File: config.mk
export PLATFORM = sky130hd
export DESIGN_NAME = glb_dma_loader
export DESIGN_NICKNAME = d
export VERILOG_FILES = /design/src/rtl/glb_dma_pkg.sv /design/src/rtl/glb_drain_skid.sv /design/src/rtl/glb_dma_loader.sv
export SDC_FILE = /design/constraint.sdc
export NUM_CORES = 1
export LEC_CHECK = 0
export BUFFER_PORTS_ARGS = -buffer_cell sky130_fd_sc_hd__buf_2
export CORE_MARGIN = 1.5
export CORE_UTILIZATION = 40
export DETAILED_ROUTE_END_ITERATION = 10
export PLACE_DENSITY = 0.56
export SYNTH_ARGS = -nofsm -noshare
export SYNTH_HDL_FRONTEND = slang
export SYNTH_HIERARCHICAL = 1
export SYNTH_SLANG_ARGS = --single-unit
File: constraint.sdc
create_clock -name clk -period 8.77 [get_ports clk]
set_clock_uncertainty 0.15 [all_clocks]
set_input_delay 0.4385 -clock clk [delete_from_list [all_inputs] [get_ports clk]]
set_output_delay 0.4385 -clock clk [all_outputs]
set_load 0.05 [all_outputs]
File: src/rtl/glb_dma_pkg.sv
// Shared types and constants for the GLB DMA loader and its drain skid buffer.
package glb_dma_pkg;

  typedef enum logic [2:0] {
    IDLE      = 3'd0,
    LD_IFMAP  = 3'd1,
    LD_FILTER = 3'd2,
    LD_BIAS   = 3'd3,
    COMPUTE   = 3'd4,
    DRAIN     = 3'd5,
    FINISH    = 3'd6
  } dma_state_t;

  typedef enum logic [1:0] {
    RGN_IFMAP  = 2'd0,
    RGN_FILTER = 2'd1,
    RGN_BIAS   = 2'd2,
    RGN_OPSUM  = 2'd3
  } region_t;

  localparam int SKID_DEPTH = 2;

endpackage

File: src/rtl/glb_drain_skid.sv
// Two-entry FIFO that absorbs GLB read latency so the drain stream can run at
// one word per cycle and hold its head word stable under backpressure.
module glb_drain_skid
  import glb_dma_pkg::*;
#(
  parameter int DATA_WIDTH = 16
) (
  input  logic                  clk,
  input  logic                  rst_n,
  input  logic                  srst,
  input  logic                  push,
  input  logic [DATA_WIDTH-1:0] push_data,
  input  logic                  pop,
  output logic [DATA_WIDTH-1:0] head,
  output logic                  full,
  output logic                  empty,
  output logic [1:0]            count
);

  logic [DATA_WIDTH-1:0] mem [SKID_DEPTH];
  logic                  wr_ptr;
  logic                  rd_ptr;
  logic                  do_push;
  logic                  do_pop;

  assign empty   = (count == 2'd0);
  assign full    = (count == 2'(SKID_DEPTH));
  assign do_pop  = pop && !empty;
  assign do_push = push && (!full || do_pop);
  assign head    = mem[rd_ptr];

  // Storage and 1-bit pointers (depth is 2, so each pointer simply toggles).
  always_ff @(posedge clk or negedge rst_n) begin
    if (!rst_n) begin
      for (int i = 0; i < SKID_DEPTH; i++) mem[i] <= '0;
      wr_ptr <= 1'b0;
      rd_ptr <= 1'b0;
      count  <= 2'd0;
    end else if (srst) begin
      wr_ptr <= 1'b0;
      rd_ptr <= 1'b0;
      count  <= 2'd0;
    end else begin
      if (do_push) begin
        mem[wr_ptr] <= push_data;
        wr_ptr      <= ~wr_ptr;
      end
      if (do_pop) rd_ptr <= ~rd_ptr;
      count <= count + {1'b0, do_push} - {1'b0, do_pop};
    end
  end

endmodule

File: src/rtl/glb_dma_loader.sv
// Job sequencer: loads ifmap/filter/bias into the GLB, kicks the processing
// unit, then drains the opsum region out through a skid buffer.
module glb_dma_loader
  import glb_dma_pkg::*;
#(
  parameter int ADDR_WIDTH = 20,
  parameter int DATA_WIDTH = 16,
  parameter int LEN_WIDTH  = 20
) (
  input  logic                  clk,
  input  logic                  reset,
  input  logic                  cfg_start,
  input  logic [ADDR_WIDTH-1:0] cfg_ifmap_base,
  input  logic [ADDR_WIDTH-1:0] cfg_filter_base,
  input  logic [ADDR_WIDTH-1:0] cfg_bias_base,
  input  logic [ADDR_WIDTH-1:0] cfg_opsum_base,
  input  logic [LEN_WIDTH-1:0]  cfg_ifmap_len,
  input  logic [LEN_WIDTH-1:0]  cfg_filter_len,
  input  logic [LEN_WIDTH-1:0]  cfg_bias_len,
  input  logic [LEN_WIDTH-1:0]  cfg_opsum_len,
  output logic                  busy,
  output logic                  done,
  input  logic                  s_valid,
  output logic                  s_ready,
  input  logic [DATA_WIDTH-1:0] s_data,
  output logic                  m_valid,
  input  logic                  m_ready,
  output logic [DATA_WIDTH-1:0] m_data,
  output logic                  glb_sel,
  output logic                  glb_we,
  output logic [ADDR_WIDTH-1:0] glb_waddr,
  output logic [DATA_WIDTH-1:0] glb_wdata,
  output logic                  glb_re,
  output logic [ADDR_WIDTH-1:0] glb_raddr,
  input  logic [DATA_WIDTH-1:0] glb_rdata,
  output logic                  pu_start,
  input  logic                  pu_done
);

  dma_state_t            state;
  dma_state_t            next_state;
  region_t               region;
  logic [ADDR_WIDTH-1:0] base [4];
  logic [LEN_WIDTH-1:0]  len  [4];
  logic [ADDR_WIDTH-1:0] cur_base;
  logic [LEN_WIDTH-1:0]  cur_len;
  logic [LEN_WIDTH-1:0]  count;
  logic [LEN_WIDTH-1:0]  issued;
  logic [LEN_WIDTH-1:0]  popped;
  logic [LEN_WIDTH:0]    popped_next;
  logic                  rd_pend;
  logic                  loading;
  logic                  ld_hs;
  logic                  ld_last;
  logic                  pop;
  logic                  fifo_full;
  logic                  fifo_empty;
  logic [1:0]            fifo_count;

  // Region selected by the current phase.
  always_comb begin
    region = RGN_IFMAP;
    case (state)
      LD_IFMAP:  region = RGN_IFMAP;
      LD_FILTER: region = RGN_FILTER;
      LD_BIAS:   region = RGN_BIAS;
      DRAIN:     region = RGN_OPSUM;
      default:   region = RGN_IFMAP;
    endcase
  end

  assign cur_base    = base[region];
  assign cur_len     = len[region];
  assign loading     = state inside {LD_IFMAP, LD_FILTER, LD_BIAS};
  assign s_ready     = loading && (count < cur_len);
  assign ld_hs       = s_valid && s_ready;
  assign ld_last     = (count >= cur_len) || (ld_hs && ((count + LEN_WIDTH'(1)) == cur_len));
  assign m_valid     = !fifo_empty;
  assign pop         = m_valid && m_ready;
  assign popped_next = {1'b0, popped} + {{LEN_WIDTH{1'b0}}, pop};

  // Credit a same-cycle pop so stored + in-flight never exceeds the skid depth
  // yet a free-flowing sink still gets one word every cycle.
  assign glb_re    = (state == DRAIN) && (issued < cur_len) && (!fifo_full || pop) &&
                     ((3'(fifo_count) + 3'(rd_pend)) < (3'(SKID_DEPTH) + 3'(pop)));
  assign glb_raddr = cur_base + ADDR_WIDTH'(issued);

  // Phase sequencing.
  always_comb begin
    next_state = state;
    case (state)
      IDLE:      if (cfg_start) next_state = LD_IFMAP; else next_state = IDLE;
      LD_IFMAP:  if (ld_last) next_state = LD_FILTER; else next_state = LD_IFMAP;
      LD_FILTER: if (ld_last) next_state = LD_BIAS; else next_state = LD_FILTER;
      LD_BIAS:   if (ld_last) next_state = COMPUTE; else next_state = LD_BIAS;
      COMPUTE:   if (pu_done && !pu_start) next_state = DRAIN; else next_state = COMPUTE;
      DRAIN:     if (popped_next == {1'b0, cur_len}) next_state = FINISH; else next_state = DRAIN;
      FINISH:    next_state = IDLE;
      default:   next_state = IDLE;
    endcase
  end

  // State and per-phase word counters; every counter restarts on a phase change.
  always_ff @(posedge clk or negedge reset) begin
    if (!reset) begin
      state   <= IDLE;
      count   <= '0;
      issued  <= '0;
      popped  <= '0;
      rd_pend <= 1'b0;
    end else begin
      state   <= next_state;
      rd_pend <= glb_re;
      if (next_state != state) begin
        count  <= '0;
        issued <= '0;
        popped <= '0;
      end else begin
        if (ld_hs)  count  <= count + LEN_WIDTH'(1);
        if (glb_re) issued <= issued + LEN_WIDTH'(1);
        if (pop)    popped <= popped + LEN_WIDTH'(1);
      end
    end
  end

  // Job configuration snapshot, taken only when a job is accepted.
  always_ff @(posedge clk or negedge reset) begin
    if (!reset) begin
      for (int i = 0; i < 4; i++) begin
        base[i] <= '0;
        len[i]  <= '0;
      end
    end else if ((state == IDLE) && cfg_start) begin
      base[RGN_IFMAP]  <= cfg_ifmap_base;
      base[RGN_FILTER] <= cfg_filter_base;
      base[RGN_BIAS]   <= cfg_bias_base;
      base[RGN_OPSUM]  <= cfg_opsum_base;
      len[RGN_IFMAP]   <= cfg_ifmap_len;
      len[RGN_FILTER]  <= cfg_filter_len;
      len[RGN_BIAS]    <= cfg_bias_len;
      len[RGN_OPSUM]   <= cfg_opsum_len;
    end
  end

  // Registered status, handoff and GLB write port, aligned with the state they describe.
  always_ff @(posedge clk or negedge reset) begin
    if (!reset) begin
      busy      <= 1'b0;
      done      <= 1'b0;
      glb_sel   <= 1'b0;
      pu_start  <= 1'b0;
      glb_we    <= 1'b0;
      glb_waddr <= '0;
      glb_wdata <= '0;
    end else begin
      busy     <= (next_state != IDLE);
      done     <= (next_state == FINISH);
      glb_sel  <= next_state inside {LD_IFMAP, LD_FILTER, LD_BIAS, DRAIN, FINISH};
      pu_start <= (next_state == COMPUTE) && (state != COMPUTE);
      glb_we   <= ld_hs;
      if (ld_hs) begin
        glb_waddr <= cur_base + ADDR_WIDTH'(count);
        glb_wdata <= s_data;
      end
    end
  end

  glb_drain_skid #(
    .DATA_WIDTH(DATA_WIDTH)
  ) u_skid (
    .clk       (clk),
    .rst_n     (reset),
    .srst      (state != DRAIN),
    .push      (rd_pend),
    .push_data (glb_rdata),
    .pop       (pop),
    .head      (m_data),
    .full      (fifo_full),
    .empty     (fifo_empty),
    .count     (fifo_count)
  );

endmodule

==> metrics.txt <==
period utilisation layout=0.732; Starting DRT DRC Count=791; worst hold stages=2; cell taking the most area after synthesis=dfrtp_1; Starting Density=0.404; Least-Margin Pin Slew=1.25 ns; leak pwr=10.7 nW; R2R depth=15; dpl hpwl=36,200 µm; DIE AREA=45,700 µm²; clock slew at reported path FFs=0.06 ns; syn_nets=1,966; Worst Slack Setup Final=2.35 ns; PwrDens=293 nW/µm²; WL final=50,500 µm; Post-synth ARST share=1.00; final hold viol count=0; CTS tree=done; Final Max Tran Viols=0; largest net degree at the start of global routing=165; minimum clock period=6.42 ns; Mapped Area=17,800 µm²; CTS H-Tree Depth=2; register area share after synthesis=0.424; Post-synth EDFFs=0; nets@finish=2,395; main flop type after synthesis=dfrtp_1; io pins=278; Setup CP Type=flop to output port; layout cell share with drive strength beyond 1=0.294; clock root buffer=clkbuf_16; global route overflow=0; Worst R2R Start=state[1]$_DFF_PN0_; Fin Setup TNS=0 ns; core area=44,000 µm²; Mean Syn Cell Area=10.6 µm²; CP max FO=40; warnings from Yosys=6; Die Ht=214 µm; Area Overhead vs Synth=27.4%; Die W=214 µm; via density per instance=5.18; Yosys cell types=88; via count=14,100; flops & latches, synth=301; number of buffers inserted by port buffering=277; setup bufs post-CTS=0; largest cells by area after synthesis=dfrtp_1 (42%), mux2_2 (14%), ha_1 (5.9%), xnor2_1 (5.7%), nand2_1 (3.4%); Fmax achieved=156 MHz; HP Class=primary input to flop; Worst Setup SP=state[1]$_DFF_PN0_; crit end category=output port; Max-Slew Margin vs Limit=0.160; ANT nets after route=0; Final Power=0.00665 W; Synth top area share=0.424; min-delay src=cfg_opsum_len[1]; Critical Path RT=8.18 ns; gr usage total=0.222; peak supply drop=0.000286 V; WP data arrival=5.83 ns; CP Launch Type=flop; Max Cap Violations=0; DR pass1 iterations=5; GP Congestion=0.880; Post-Syn Instances=1,682; vias in the first global route=14,200; Final Core Density=0.514; outcome=completed; DR WL/cell=18.5 µm; CTS Buf Count=36; fillers=3,979; pre-CTS WS=2.70 ns; first-pass GRT wire length=78,400 µm; insertion delay to the later sink of the worst-skew pair=0.56 ns; # clock sinks=301; Bufs on Longest Clock Path=3; initial antenna violation count=0; Rows=77; setup violators final=0; RSZ-0062 raised after global routing=false; Residual DRC=0
## stage by stage
step,area [µm²],instances,hold WS [ns]
2_1_floorplan,17800,1682,-0.00709
3_3_place_gp,19600,2478,0.289
3_5_place_dp,19600,2478,0.296
4_1_cts,22600,2728,0.00173
5_1_grt,22600,2728,0.0126
6_report,22600,2729,0.0231
## synth_stat cells, drive strengths merged (4+ instances only)
library cell,number
dfrtp,301
mux2,226
nand2,163
nor2,133
xnor2,116
ha,84
o21ai,82
a21oi,48
clkbuf,48
xor2,43
mux2i,42
buf,37
nor3,37
inv,34
nand2b,33
nand3,31
a21o,25
o211ai,24
nand4,23
a211oi,18
nor4,18
nor2b,12
and3,9
or3,8
o21a,7
o21bai,7
a2111oi,5
a31oi,5
o31ai,5
a21boi,4
and2,4
o22ai,4
or2,4
## logic make-up after synthesis
group	count (synthesis)	share of synthesized area
AO/OA/AOI/OAI	257	0.0968
flip-flops	301	0.424
XOR/XNOR	160	0.0796
multiplexers	268	0.169
AND/OR/NAND/NOR	491	0.135
adder cells (fa/ha/maj)	86	0.0614
buffers and inverters	119	0.0334
## path summary, 6_finish.rpt
check                                                   to  slack, ns
min in group asynchronous       u_skid/mem[23]$_DFFE_PN0P_       0.29
worst max register to register      issued[17]$_DFFE_PN0P_       2.69
worst min-delay path                    len[1]$_DFFE_PN0P_       0.02
worst min register to register   glb_wdata[13]$_DFFE_PN0P_       0.32
worst max-delay path                         glb_raddr[16]       2.35
max in group asynchronous               state[2]$_DFF_PN0_       6.74
## state kept, by name (all words and copies together), names as in the netlist
signal	count
glb_sel	1
u_skid/wr_ptr	1
pu_start	1
busy	1
glb_wdata	16
state	3
len	80
glb_waddr	20
rd_pend	1
popped	20
base	80
count	20
u_skid/count	2
done	1
u_skid/rd_ptr	1
issued	20
glb_we	1
u_skid/mem	32
## timing repair
| item | CTS | global route |
|---|---|---|
| gates resized for setup | 0 | 0 |
| hold buffers | 187 | 0 |
| endpoints found under the setup margin | 0 | 0 |
| hold endpoints to repair | 274 | 0 |
## critical path: stages, from the launching register on
cell,delay (ns)
dfrtp_2,0.65
nor2b_4,0.55
buf_4,0.48
nand2b_1,0.10
o211ai_1,0.10
o21ai_0,0.17
ha_1,0.30
fa_1,0.41
a21o_1,0.19
a211oi_1,0.24
nor2_1,0.09
o41ai_1,0.52
o2111ai_1,0.22
a31oi_1,0.30
nor2b_1,0.09
o21ai_0,0.20
nor2b_1,0.19
xnor2_1,0.15
buf_2,0.29
## per-layer routing
layer,track usage,vias to the layer above,part of all wire
met5,0,-,0
met1,0.306,6870,0.47
met2,0.342,365,0.44
li1,-,6811,-
met4,0.0918,0,0.035
met3,0.0426,95,0.055
## layout make-up
type / instances / area (µm²) / area share
Inverter: 34 / 133 / 0.00586
Clock buffer: 54 / 1100 / 0.0486
Clock inverter: 9 / 113 / 0.00497
Timing Repair Buffer: 476 / 3370 / 0.149
Tap cell: 592 / 741 / 0.0327
Antenna cell: 1 / 2.50 / 0.000111
Multi-Input combinational cell: 1262 / 9650 / 0.426
Sequential cell: 301 / 7540 / 0.333
## where the power goes
group / switching, W / internal (W) / total (W) / leakage (nW)
combinational: 0.00204 / 0.00115 / 0.00318 / 6.17
clock: 0.000600 / 0.000927 / 0.00153 / 0.596
sequential: 0.000240 / 0.00170 / 0.00194 / 3.89
## cell usage in the layout, fill, tap and decap left out, drive strengths merged, types with 54 or more instances in the layout
cell	count
dlygate4sd3	187
o21ai	82
nor2	133
nand2	163
buf	289
dfrtp	301
xnor2	116
clkbuf	54
mux2	226
ha	84
No activity file was read; power rests on OpenSTA's default activity.
